File: config.mk
export PLATFORM = sky130hd
export DESIGN_NAME = snn_pixel_scheduler
export DESIGN_NICKNAME = d
export VERILOG_FILES = /design/src/rtl/snn_pkg.sv /design/src/rtl/snn_window_counter.sv /design/src/rtl/snn_pixel_scheduler.sv
export SDC_FILE = /design/constraint.sdc
export NUM_CORES = 1
export LEC_CHECK = 0
export CORE_UTILIZATION = 23
export CTS_BUF_LIST = sky130_fd_sc_hd__clkbuf_2
export CTS_CLUSTER_SIZE = 25
export DETAILED_ROUTE_END_ITERATION = 16
export HOLD_SLACK_MARGIN = 0.02
export REMOVE_ABC_BUFFERS = 1
export SETUP_SLACK_MARGIN = 0.1
export SLEW_MARGIN = 20
export SYNTH_ARGS = -nofsm -noshare
export SYNTH_HDL_FRONTEND = slang
export SYNTH_SLANG_ARGS = --single-unit
File: constraint.sdc
create_clock -name clk -period 3.1 [get_ports clk]
set_clock_uncertainty 0.2 [all_clocks]
set_input_delay 0.31 -clock clk [delete_from_list [all_inputs] [get_ports clk]]
set_output_delay 0.31 -clock clk [all_outputs]
set_load 0.01 [all_outputs]
File: src/rtl/snn_pkg.sv
// Shared types and helpers for the SNN pixel scheduler: state encoding,
// window length and sign-magnitude weight decode.
package snn_pkg;

    typedef enum logic [1:0] {
        IDLE  = 2'd0,
        CLEAR = 2'd1,
        RUN   = 2'd2,
        DONE  = 2'd3
    } sched_state_t;

    // Wide enough for any (WIDTH+1)-bit sign-magnitude weight in use.
    localparam int SM_MAX_W = 32;
    typedef logic [SM_MAX_W-1:0] sm_weight_t;

    function automatic int win_len(input int width);
        return (1 << (width + 1)) + 2;
    endfunction

    function automatic logic sm_sign(input sm_weight_t w, input int width);
        sm_weight_t s;
        s = w >> width;
        return s[0];
    endfunction

    function automatic sm_weight_t sm_mag(input sm_weight_t w, input int width);
        return w & ((sm_weight_t'(1) << width) - sm_weight_t'(1));
    endfunction

endpackage

File: src/rtl/snn_window_counter.sv
// Per-pixel window counter: counts 0..WIN-1 while running, flags the wrap,
// and provides registered first-cycle and settled flags for the window.
module snn_window_counter #(
    parameter int WIN = 514
) (
    input  logic clk,
    input  logic rst,
    input  logic i_en,
    input  logic i_run_nxt,
    output logic o_wrap,
    output logic o_first,
    output logic o_settle
);
    import snn_pkg::*;

    localparam int CW = $clog2(WIN);

    logic [CW-1:0] r_cnt;
    logic [CW-1:0] w_cnt_nxt;
    logic          r_first;
    logic          r_settle;

    assign o_wrap    = (r_cnt == CW'(WIN - 1));
    assign w_cnt_nxt = (i_en && !o_wrap) ? r_cnt + 1'b1 : '0;

    // Flags are computed from the next count so they line up with r_cnt;
    // "first" also stays high whenever the window is not running.
    always_ff @(posedge clk or negedge rst) begin
        if (!rst) begin
            r_cnt    <= '0;
            r_first  <= 1'b1;
            r_settle <= 1'b0;
        end else begin
            r_cnt    <= w_cnt_nxt;
            r_first  <= !i_run_nxt || (w_cnt_nxt == '0);
            r_settle <= i_run_nxt && (w_cnt_nxt > CW'(2));
        end
    end

    assign o_first  = r_first;
    assign o_settle = r_settle;

endmodule

File: src/rtl/snn_pixel_scheduler.sv
// Sequencer for the time-multiplexed SNN perceptron: accepts an image, walks
// each pixel through one full datapath window, then hands back the decision.
// IDLE: wait for image | CLEAR: clear accumulator | RUN: pixel windows | DONE: hold result
module snn_pixel_scheduler #(
    parameter int WIDTH = 8,
    parameter int HEIGHT = 7,
    parameter logic [WIDTH:0] WEIGHTS [HEIGHT] = '{
        (WIDTH+1)'(60), (WIDTH+1)'(60), (WIDTH+1)'(60),
        (WIDTH+1)'(260), (WIDTH+1)'(260), (WIDTH+1)'(260), (WIDTH+1)'(260)},
    localparam int IDX_W = (HEIGHT > 1) ? $clog2(HEIGHT) : 1
) (
    input  logic              clk,
    input  logic              rst,
    input  logic              img_valid,
    input  logic [HEIGHT-1:0] img_data,
    output logic              img_ready,
    output logic [IDX_W-1:0]  pixel_idx,
    output logic              pixel_en,
    output logic [WIDTH-1:0]  weight_mag,
    output logic              polarity,
    output logic              dp_rst_n,
    output logic              acc_clear,
    output logic              acc_en,
    input  logic              neuron_in,
    output logic              result_valid,
    output logic              result,
    input  logic              result_ready,
    output logic              busy
);
    import snn_pkg::*;

    localparam int WIN = win_len(WIDTH);

    sched_state_t      r_state;
    sched_state_t      w_state_nxt;
    logic [HEIGHT-1:0] r_img_reg;
    logic [IDX_W-1:0]  r_pixel_idx;
    logic              r_img_ready;
    logic              r_busy;
    logic              r_acc_clear;
    logic              r_result_valid;
    logic              r_result;
    logic              w_wrap;
    logic              w_first;
    logic              w_settle;
    logic              w_last_pixel;
    sm_weight_t        w_weight;

    snn_window_counter #(.WIN(WIN)) u_win (
        .clk       (clk),
        .rst       (rst),
        .i_en      (r_state == RUN),
        .i_run_nxt (w_state_nxt == RUN),
        .o_wrap    (w_wrap),
        .o_first   (w_first),
        .o_settle  (w_settle)
    );

    assign w_last_pixel = (r_pixel_idx == IDX_W'(HEIGHT - 1));

    always_ff @(posedge clk or negedge rst) begin
        if (!rst) r_state <= IDLE;
        else      r_state <= w_state_nxt;
    end

    always_comb begin
        w_state_nxt = r_state;
        case (r_state)
            IDLE:    if (img_valid && r_img_ready) w_state_nxt = CLEAR;
            CLEAR:   w_state_nxt = RUN;
            RUN:     if (w_wrap && w_last_pixel) w_state_nxt = DONE;
            DONE:    if (result_ready) w_state_nxt = IDLE;
            default: w_state_nxt = IDLE;
        endcase
    end

    // Handshake and control outputs are registered from the next state.
    always_ff @(posedge clk or negedge rst) begin
        if (!rst) begin
            r_img_ready    <= 1'b1;
            r_busy         <= 1'b0;
            r_acc_clear    <= 1'b0;
            r_result_valid <= 1'b0;
            r_result       <= 1'b0;
            r_pixel_idx    <= '0;
            r_img_reg      <= '0;
        end else begin
            r_img_ready    <= (w_state_nxt == IDLE);
            r_busy         <= (w_state_nxt != IDLE);
            r_acc_clear    <= (w_state_nxt == CLEAR);
            r_result_valid <= (w_state_nxt == DONE);
            if (r_state == IDLE && w_state_nxt == CLEAR) begin
                r_img_reg   <= img_data;
                r_pixel_idx <= '0;
            end
            if (r_state == RUN && w_wrap && !w_last_pixel)
                r_pixel_idx <= r_pixel_idx + 1'b1;
            if (r_state == RUN && w_state_nxt == DONE)
                r_result <= neuron_in;
            if (r_state == DONE && w_state_nxt == IDLE)
                r_pixel_idx <= '0;
        end
    end

    assign w_weight     = sm_weight_t'(WEIGHTS[r_pixel_idx]);
    assign weight_mag   = WIDTH'(sm_mag(w_weight, WIDTH));
    assign polarity     = !sm_sign(w_weight, WIDTH);
    assign pixel_en     = (r_state == RUN) && r_img_reg[r_pixel_idx];

    assign img_ready    = r_img_ready;
    assign busy         = r_busy;
    assign pixel_idx    = r_pixel_idx;
    assign acc_clear    = r_acc_clear;
    assign dp_rst_n     = !w_first;
    assign acc_en       = w_settle;
    assign result_valid = r_result_valid;
    assign result       = r_result;

endmodule

Yosys cells after proc, flatten, opt, wreduce, memory -nomap -nowiden:

Memory sizes are Yosys's and may differ from the RTL's.
Cells that the tools add are included.

* register bits: 29
* bits in read-only memories: 72
* input bits: 12
* logic and storage cells: 59
* memories: 1

* add/sub/neg operators: 2
* $lt $le $gt $ge: 3
* equality and inequality tests: 8
* multiplexer cells: 12
* bitwise operators: 1
* reduce and logical (&&, ||, !) cells: 21

Memories
* (no name shown): words 8, bits a word 9, rd ports 1, clocked after memory_dff 0, wr ports 0, RTL line snn_pixel_scheduler.sv:105 `assign w_weight = sm_weight_t'(WEIGHTS[r_pixel_idx]);`

Operators by type and width (number)
* $mux W9: 2
* $add A10 B1 Y10 const B: 1
* $eq A10 B10 Y1 const B: 1
* $gt A10 B2 Y1 const B: 1
* $logic_and A1 B1 Y1: 10
* $logic_not A10 Y1: 1
* $mux W10: 1
* $mux W3: 3
* $eq A2 B2 Y1 const B: 4
* $pmux W2 S4: 1
* $mux W2: 3
* $logic_not A1 Y1: 5
* $eq A2 B1 Y1 const B: 2
* $ge A4 B4 Y1 const B: 1
* $logic_not A2 Y1: 2
* $lt A3 B4 Y1 const B: 1
* $not A3 Y4: 1
* $add A3 B1 Y3 const B: 1
* $bmux W1 S3: 1
* $eq A3 B3 Y1 const B: 1
* $reduce_bool A3 Y1: 1
* $reduce_bool A2 Y1: 1
* $logic_or A1 B1 Y1: 1
* $mux W1: 1

Longest topological paths before layout:

Gate-level depths: netlist of run 1.

* word-level depth: 9
* depth in mapped cells: 7
* depth with buffers taken out: 6

Cells and area by module:

Synthesis of run 1 repeated with hierarchy kept, for this count alone.

* cell total of the unflattened synthesis: 141
* area, all modules: 1530.2 µm²

By module, submodules not included
* snn_pixel_scheduler: times used 1, cells each 72, area an instance 859.6 µm²
* snn_window_counter: times used 1, cells each 69, area an instance 670.6 µm²

Least setup slack after synthesis of run 1:

No wires, ideal clock.

* path type: reg-to-reg
* start point: register u_win.r_cnt[0]
* end point: register u_win.r_settle, in the netlist u_win.o_settle
* library setup time: 0.119 ns
* data arrival time: 1.869 ns
* data required time: 2.781 ns
* slack: 0.912 ns
* cell stages (with the launch flop): 6
* buffers on the path: 0
* clock period less this slack: 2.188 ns
* cell sequence: dfrtp_1 ha_1 or3_1 a2111o_1 a221o_1 o21ba_1

* cells in the longest elaborated chain, start to end: 6
* elaborated cells on any way between the ends: 11
* classes of those cells: 1 x add/sub; 1 x order compare; 2 x eq/ne; 3 x mux; 4 x reduce/logical

RTL lines
* start: declaration: RTL line snn_window_counter.sv:18 `logic [CW-1:0] r_cnt;`
* start signal: assignment: RTL line snn_window_counter.sv:34 `r_cnt <= w_cnt_nxt;`
* branches (longest 5 deep; another with $add A10 B1 Y10)
* $logic_and A1 B1 Y1 *: RTL line snn_window_counter.sv:36 `r_settle <= i_run_nxt && (w_cnt_nxt > CW'(2));`
* end signal: assignment: RTL line snn_window_counter.sv:36
* end: declaration: RTL line snn_window_counter.sv:21 `logic r_settle;`

Mark *: on every way between the ends.
A chain may end at the register's enable or synchronous reset.

Worst setup path after layout of run 1:

* start point: register r_pixel_idx[0], in the netlist pixel_idx[0]
* end point: output pixel_en

* cells in the longest elaborated chain, start to end: 3

RTL lines
* start: declaration: RTL line snn_pixel_scheduler.sv:37 `logic [IDX_W-1:0] r_pixel_idx;`
* start signal: assignment: RTL line snn_pixel_scheduler.sv:97 `r_pixel_idx <= r_pixel_idx + 1'b1;`
* $bmux W1 S3: RTL line snn_pixel_scheduler.sv:108 `assign pixel_en = (r_state == RUN) && r_img_reg[r_pixel_idx];`
* $mux W1 (not written as such): RTL line snn_pixel_scheduler.sv:108
* $logic_and A1 B1 Y1: RTL line snn_pixel_scheduler.sv:108
* end: declaration: RTL line snn_pixel_scheduler.sv:18 `output logic pixel_en,`

Every way passes these cells. The select of a mux whose other input is x is not followed.

==> results.sh, run 1 <==
export IMPL_status="finished clean"
export IMPL_synth_edf_count=0
export IMPL_clk_pin_slew_ns=0.16
export IMPL_first_iter_violations=48
export IMPL_cts_sinks=29
export IMPL_startpoint_type="register"
export IMPL_antenna_cells=0
export IMPL_nets=192
export IMPL_routedWlPerCell_um=11.6
export IMPL_p_int_mw=0.853
export IMPL_fmax_ghz=0.382
export IMPL_cts_resized=0
export IMPL_final_common_cell="dfrtp_1"
export IMPL_numCtsBuffers=5
export IMPL_first_pass_iters=4
export IMPL_yosysWarnings=0
export IMPL_rsz0062_at_grt="no"
export IMPL_setup_violations=0
export IMPL_synthCells=150
export IMPL_cp_data_arrival_time_ns=2.11
export IMPL_finalMaxSlewViolations=0
export IMPL_grt_pass1_wl_um=4930
export IMPL_dieArea_um2=7050
export IMPL_fp_dieW_um=84.0
export IMPL_drt_wl_total_um=2930
export IMPL_startpoint="pixel_idx[0]"
export IMPL_ys_ff_latch=29
export IMPL_root_buffer="clkbuf_2"
export IMPL_area_growth_pct=22.9
export IMPL_cts_tree="yes"
export IMPL_die_h_um=84.0
export IMPL_routabilityCongestion=0.843
export IMPL_max_vdd_ir_drop_mv=0.276
export IMPL_p_leak_nw=0.794
export IMPL_postCtsSetupBuffers=0
export IMPL_worstPathRequired_ns=2.59
export IMPL_route_detailed_drc=0
export IMPL_fp_row_count=29
export IMPL_postSynth_asyncResetShare=1.00
export IMPL_cts_htree_levels=2
export IMPL_combPwrFrac=0.324
export IMPL_r2r_cells=5
export IMPL_avgSynthCellArea_um2=10.3
export IMPL_ys_types=39
export IMPL_top_layer="met4"
export IMPL_maxCapViolations=0
export IMPL_endpoint_kind="output pin"
export IMPL_most_common_layout_cells="dfrtp_1, clkdlybuf4s50_1, nor2_1"
export IMPL_grt_max_degree=30
export IMPL_netlist_area_um2=1550
export IMPL_synth_seq_area_share=0.471
export IMPL_grt_pass1_vias=1046
export IMPL_vias=1089
export IMPL_hpwl_um=2090
export IMPL_p_per_area_nw_per_um2=669
export IMPL_met2WireLength_um=1400
export IMPL_largest_reg_flops=10
export IMPL_timing_rr_start="u_win.r_cnt[0]"
export IMPL_multi_input_area_um2=699
export IMPL_synth_main_ff_cell="dfrtp_1"
export IMPL_fin_tns_setup_ns=0
export IMPL_p_seq_frac=0.463
export IMPL_dr_wl_met3_um=174
export IMPL_p_switching_mw=0.418
export IMPL_final_hold_viol_count=0
export IMPL_antenna_found_initial=0
export IMPL_post_route_util=0.296
export IMPL_start_util=0.241
export IMPL_placeableCoreArea_um2=6420
export IMPL_grt_usage=0.0909
export IMPL_wl_met1_um=1300
export IMPL_post_route_period_util=0.845
export IMPL_power_share_clock=0.214
export IMPL_port_buffers=26
export IMPL_fillers=678
export IMPL_gr_total_overflow=0
export IMPL_ant_nets=0
export IMPL_regArea_um2=728
export IMPL_power_total_mw=1.27
export IMPL_hold_buffers=0
export IMPL_clkLatencyLatePin_ns=0.37
export IMPL_path_class="reg -> out"
export IMPL_hold_path_class="in -> async"
export IMPL_p_sw_frac=0.329
export IMPL_period_needed_ns=2.62
export IMPL_final_layout_size_suffix_gt1_frac=0.159
export IMPL_routed_via_density=4.30
export IMPL_clockBufferDepth=2
export IMPL_ioPinCount=32
export IMPL_worst_path_max_fanout=7
per-layer routing:
metal	track usage	up-vias
met5	0	-
met4	0.0392	0
met3	0.0346	7
met2	0.145	33
met1	0.109	502
li1	-	547
power groups by stage:
stage	registers, mW	logic [mW]	clock network, mW
floorplan	0.583	0.266	0
global placement	0.592	0.416	0
detailed placement	0.596	0.417	0
CTS	0.588	0.419	0.287
global route	0.608	0.457	0.300
finish	0.588	0.412	0.271
cell type report:
cell class,count,share of cell area
clock inverter,3,0.0217
sequential,29,0.383
tap,77,0.0507
inverter,9,0.0178
multi-input combinational,102,0.368
timing repair buffer,28,0.145
clock buffer,5,0.0132
cells in the mapped netlist (2+ instances only):
cell type  number  area share
nor3_1          4       0.013
buf_4          10       0.049
nand3_1         9       0.029
buf_6           2       0.015
or2_2           2      0.0081
inv_1           9       0.022
mux2i_1         4       0.026
dfrtp_1        27        0.44
o21ai_0         2      0.0065
mux2_2          8       0.058
conb_1          2      0.0049
ha_1            5       0.040
dfstp_2         2       0.034
xnor2_1         5       0.028
nand4_1         3       0.012
or3_1           3       0.012
xor2_1          2       0.011
nand2_1        10       0.024
nor4bb_1        2       0.013
nor2_1         18       0.044
a31oi_1         3       0.012
critical path, stage by stage (launching register included):
cell	delay, ns
dfrtp_1	0.50
mux4_2	0.36
nor2_1	0.04
a211oi_1	0.26
clkdlybuf4s50_1	0.59
logic make-up after synthesis:
logic type	share of synthesized area
compound gates	0.0753
xor+xnor	0.0397
fa+ha+maj	0.0405
buf+inv	0.0874
flops	0.471
mux	0.0988
other cells	0.00486
simple gates	0.182
path summary, 6_finish.rpt:
check / end / slack [ns]
max in group asynchronous: u_win.o_first / 2.28
min in group clk: r_img_reg[2] / 0.33
worst max register to register: u_win.o_settle / 0.66
worst max-delay path: pixel_en / 0.48
worst min register to register: r_img_reg[2] / 0.33
worst min-delay path: u_win.r_cnt[1] / 0.11
metrics by stage:
stage | hold slack, ns | cell area [um^2] | setup WS, ns | instances
4_1_cts | 0.0873 | 1900 | 0.368 | 253
3_3_place_gp | 0.286 | 1830 | 0.720 | 245
3_5_place_dp | 0.297 | 1830 | 0.689 | 245
2_1_floorplan | -0.186 | 1460 | 0.785 | 140
6_report | 0.107 | 1900 | 0.480 | 253
5_1_grt | 0.113 | 1900 | 0.335 | 253
No activity file was read; power rests on OpenSTA's default activity.
==> run 2: changes to the inputs <==
==> constraint.sdc (replaced) <==
create_clock -name clk -period 2.26 [get_ports clk]
set_clock_uncertainty 0.2 [all_clocks]
set_input_delay 0.226 -clock clk [delete_from_list [all_inputs] [get_ports clk]]
set_output_delay 0.226 -clock clk [all_outputs]
set_load 0.01 [all_outputs]
==> results.sh, run 2 (synthesized netlist as in run 1, its figures left out) <==
export IMPL_place_ws_ns=0.0595
export IMPL_crit_family="compound AO/OA/AOI/OAI gates"
export IMPL_crit_chain="ha_2 -> or3_1 -> a2111o_1 -> a221o_1 -> o21ba_1"
export IMPL_p_per_area_nw_per_um2=920
export IMPL_area_growth_pct=29.6
export IMPL_drt_wl_total_um=3190
export IMPL_dieArea_um2=7050
export IMPL_root_buffer="clkbuf_2"
export IMPL_grt_max_degree=30
export IMPL_max_vdd_ir_drop_mv=0.347
export IMPL_gr_total_overflow=0
export IMPL_ioPinCount=32
export IMPL_fp_row_count=29
export IMPL_numCtsBuffers=5
export IMPL_hpwl_um=2180
export IMPL_final_layout_size_suffix_gt1_frac=0.237
export IMPL_largest_reg_flops=10
export IMPL_p_leak_nw=0.837
export IMPL_clkLatencyLatePin_ns=0.37
export IMPL_fin_tns_setup_ns=0
export IMPL_clockBufferDepth=2
export IMPL_first_iter_violations=113
export IMPL_setup_slack_ns=0.136
export IMPL_period_needed_ns=2.12
export IMPL_setup_violations=0
export IMPL_final_hold_viol_count=0
export IMPL_ant_nets=0
export IMPL_start_util=0.241
export IMPL_path_buf_inv=0
export IMPL_routedWlPerCell_um=12.1
export IMPL_final_common_cell="dfrtp_1"
export IMPL_fillers=666
export IMPL_multi_input_area_um2=719
export IMPL_fin_hold_ws_ns=0.254
export IMPL_grt_pass1_wl_um=5640
export IMPL_dpl_cell_area_um2=1880
export IMPL_maxCapViolations=0
export IMPL_regArea_um2=731
export IMPL_port_buffers=26
export IMPL_worst_path_max_fanout=3
export IMPL_fmax_ghz=0.471
export IMPL_nets=202
export IMPL_post_route_period_util=0.940
export IMPL_hold_path_class="in -> reg"
export IMPL_grt_usage=0.101
export IMPL_stdcell_area_um2=2000
export IMPL_rsz0062_at_grt="yes"
export IMPL_cp_data_arrival_time_ns=2.18
export IMPL_grt_pass1_vias=1174
export IMPL_antenna_found_initial=0
export IMPL_vias=1131
export IMPL_clk_pin_slew_ns=0.17
export IMPL_cts_htree_levels=2
export IMPL_cts_sinks=29
export IMPL_slowest_delay_ns=0.43
export IMPL_post_route_util=0.312
export IMPL_status="finished clean"
export IMPL_endpoint_kind="register"
export IMPL_placeableCoreArea_um2=6420
export IMPL_antenna_cells=0
export IMPL_route_detailed_drc=0
export IMPL_finalMaxSlewViolations=0
export IMPL_die_h_um=84.0
export IMPL_routed_via_density=4.30
export IMPL_path_class="reg -> reg"
export IMPL_first_pass_iters=4
export IMPL_routabilityCongestion=0.834
export IMPL_most_common_layout_cells="dfrtp_1, clkdlybuf4s50_1, nor2_1"
export IMPL_cts_tree="yes"
export IMPL_startpoint_type="register"
export IMPL_worstPathRequired_ns=2.32
export IMPL_crit_slowest_cell="dfrtp_1"
export IMPL_fp_dieW_um=84.0
-- run 2: cell count changes in the layout (fill, tap and decap cells not counted), moves of 2 or more --
cell | before | now
buf_4 | 2 | 10
clkdlybuf4s50_1 | 26 | 21
dfrtp_1 | 27 | 25
dfrtp_2 | 0 | 2
dlygate4sd2_1 | 0 | 4
-- run 2: worst register-to-register path, delay by kind of cell (launching register included) --
family                   cells  cell delay, ns
flip-flops                   1            0.43
AO/OA/AOI/OAI                3            0.91
adder cells (fa/ha/maj)      1            0.19
AND/OR/NAND/NOR              1            0.31
-- run 2: final timing paths --
kind	endpoint	slack (ns)	start	cells past startpoint
min in group asynchronous	u_win.r_cnt[6]	0.56	rst	3
min	r_img_reg[5]	0.25	img_data[5]	2
min reg2reg	r_img_reg[1]	0.33	r_img_reg[1]	1
max reg2reg	u_win.o_settle	0.14	u_win.r_cnt[1]	5
max	u_win.o_settle	0.14	u_win.r_cnt[1]	5
max in group asynchronous	u_win.o_first	0.95	rst	3
-- run 2: timing repair --
item	CTS	global route
setup endpoints to repair	6	4
pin swaps	2	4
setup buffers	3	0
hold buffers	1	0
resized for setup	12	3
endpoints found under the hold margin	10	0
gates cloned	0	0
-- run 2: metrics by stage --
step	total power, mW	cells
after floorplan	1.16	140
after global placement	1.44	251
after detailed placement	1.45	251
after CTS	1.85	263
after global routing	2.00	263
final	1.84	263
-- run 2: routing by layer --
metal | GRT usage | share of wire
met5 | 0 | 0
met1 | 0.126 | 0.47
met2 | 0.165 | 0.48
met3 | 0.0386 | 0.043
met4 | 0.0235 | 0.0082
-- run 2: final cells by class --
cell class	count	area share
Clock buffer	5	0.0125
Clock inverter	3	0.0206
Inverter	9	0.0169
Multi-Input combinational cell	102	0.359
Sequential cell	29	0.365
Tap cell	77	0.0481
Timing Repair Buffer	38	0.178
-- run 2: report_power, final --
group          switching (mW)  total, mW  internal, mW
Clock                   0.193      0.377         0.184
Combinational           0.327      0.690         0.363
Sequential              0.103      0.775         0.672
==> run 3: changes to the inputs <==
--- a/config.mk
+++ b/config.mk
@@ -10,7 +10,6 @@
 export CTS_CLUSTER_SIZE = 25
 export DETAILED_ROUTE_END_ITERATION = 16
 export HOLD_SLACK_MARGIN = 0.02
-export REMOVE_ABC_BUFFERS = 1
 export SETUP_SLACK_MARGIN = 0.1
 export SLEW_MARGIN = 20
 export SYNTH_ARGS = -nofsm -noshare
==> results.sh, run 3 (synthesized netlist as in run 1, its figures left out) <==
export IMPL_fp_row_count=29
export IMPL_grt_usage=0.0954
export IMPL_area_growth_pct=28.4
export IMPL_rsz0062_at_grt="yes"
export IMPL_instances_no_fill=264
export IMPL_port_buffers=26
export IMPL_placeableCoreArea_um2=6420
export IMPL_power_total_mw=1.83
export IMPL_routabilityCongestion=0.837
export IMPL_die_h_um=84.0
export IMPL_cp_data_arrival_time_ns=2.23
export IMPL_worstPathRequired_ns=2.34
export IMPL_violations="design-rule violations"
export IMPL_first_iter_violations=58
export IMPL_cts_tree="yes"
export IMPL_p_per_area_nw_per_um2=923
export IMPL_period_needed_ns=2.15
export IMPL_path_class="reg -> reg"
export IMPL_nets=203
export IMPL_final_hold_viol_count=0
export IMPL_route_detailed_drc=4
export IMPL_worst_path_max_fanout=5
export IMPL_vias=1165
export IMPL_clkLatencyLatePin_ns=0.38
export IMPL_fillers=650
export IMPL_antenna_found_initial=0
export IMPL_cts_sinks=29
export IMPL_most_common_layout_cells="dfrtp_1, clkdlybuf4s50_1, nor2_1"
export IMPL_final_common_cell="dfrtp_1"
export IMPL_finalMaxSlewViolations=0
export IMPL_first_pass_iters=10
export IMPL_grt_pass1_vias=1148
export IMPL_post_route_period_util=0.951
export IMPL_root_buffer="clkbuf_2"
export IMPL_clockBufferDepth=2
export IMPL_fp_dieW_um=84.0
export IMPL_status="finished, violations left"
export IMPL_numCtsBuffers=5
export IMPL_dp_cells=254
export IMPL_max_vdd_ir_drop_mv=0.437
export IMPL_grt_max_degree=30
export IMPL_crit_slowest_cell="dfrtp_1"
export IMPL_p_leak_nw=0.850
export IMPL_start_util=0.241
export IMPL_slowest_delay_ns=0.46
export IMPL_routed_via_density=4.41
export IMPL_hold_path_class="in -> reg"
export IMPL_gr_total_overflow=0
export IMPL_ant_nets=0
export IMPL_startpoint_type="register"
export IMPL_hpwl_um=2220
export IMPL_antenna_cells=0
export IMPL_dieArea_um2=7050
export IMPL_endpoint_kind="register"
export IMPL_grt_pass1_wl_um=5330
export IMPL_crit_chain="ha_2 -> or3_1 -> a2111o_1 -> a221o_1 -> o21ba_1"
export IMPL_maxCapViolations=0
export IMPL_setup_violations=0
export IMPL_final_layout_size_suffix_gt1_frac=0.257
export IMPL_cts_htree_levels=2
export IMPL_clk_pin_slew_ns=0.17
export IMPL_ioPinCount=32
export IMPL_routedWlPerCell_um=11.6
export IMPL_drt_wl_total_um=3060
export IMPL_fmax_ghz=0.465
export IMPL_largest_reg_flops=10
-- run 3: cell types whose count changed in the layout (fill, tap and decap cells not counted) --
cell and delta:
buf_12 -1, buf_4 +1, buf_6 +1, clkbuf_2 +4, dfrtp_1 +2, dfrtp_2 -2
dlygate4sd2_1 -4, nor2_2 +1, nor2_4 -1, nor4bb_1 -1, nor4bb_2 +1
-- run 3: repair_timing --
action / 4_1_cts / 5_1_grt
pin swaps: 3 / 1
hold buffers: 1 / 0
setup buffers: 1 / 0
cloned: 0 / 0
hold endpoints to repair: 17 / 0
setup endpoints to repair: 6 / 9
resized for setup: 10 / 11
-- run 3: stage by stage --
step                setup TNS [ns]  utilization  setup slack [ns]  hold slack (ns)  cell area (um^2)
floorplan                        0            -             0.122           -0.270              1560
global placement                 0        0.296             0.104            0.286              1900
detailed placement               0        0.296            0.0650            0.294              1900
CTS                              0        0.309            0.0976            0.215              1980
global route              -0.00933        0.309          -0.00933            0.209              1980
finish                           0        0.309             0.112            0.238              1980
-- run 3: worst max-delay path, delay by kind of cell, from the launching register on --
kind	cells	cell delay [ns]
flip-flops	1	0.46
adder cells (fa/ha/maj)	1	0.19
AND/OR/NAND/NOR	1	0.31
AO/OA/AOI/OAI	3	0.90
-- run 3: layout make-up --
| cell class | count | area (um^2) | share of cell area |
|---|---|---|---|
| multi-input combinational | 102 | 721 | 0.363 |
| clock inverter | 3 | 41.3 | 0.0208 |
| timing repair buffer | 39 | 339 | 0.171 |
| inverter | 9 | 33.8 | 0.0170 |
| tap | 77 | 96.3 | 0.0485 |
| clock buffer | 5 | 25.0 | 0.0126 |
| sequential | 29 | 728 | 0.367 |
-- run 3: worst paths after layout --
path / start / end / slack (ns) / cells past startpoint
setup / recovery: u_win.r_cnt[0] / u_win.o_settle / 0.11 / 5
hold / removal: img_data[2] / r_img_reg[2] / 0.24 / 2
setup reg to reg: u_win.r_cnt[0] / u_win.o_settle / 0.11 / 5
hold reg to reg: r_img_reg[0] / r_img_reg[0] / 0.33 / 1
max in group asynchronous: rst / img_ready / 0.97 / 3
min in group asynchronous: rst / u_win.r_cnt[4] / 0.56 / 3
-- run 3: report_power, final --
| part | switching, mW | internal, mW |
|---|---|---|
| Sequential | 0.114 | 0.672 |
| Combinational | 0.306 | 0.359 |
| Clock | 0.197 | 0.183 |
-- run 3: layer usage --
metal | vias up | routed length (um) | GRT usage
li1 | 574 | - | -
met1 | 554 | 1340 | 0.115
met2 | 28 | 1500 | 0.154
met3 | 9 | 143 | 0.0297
met4 | 0 | 76 | 0.0470
met5 | - | 0 | 0
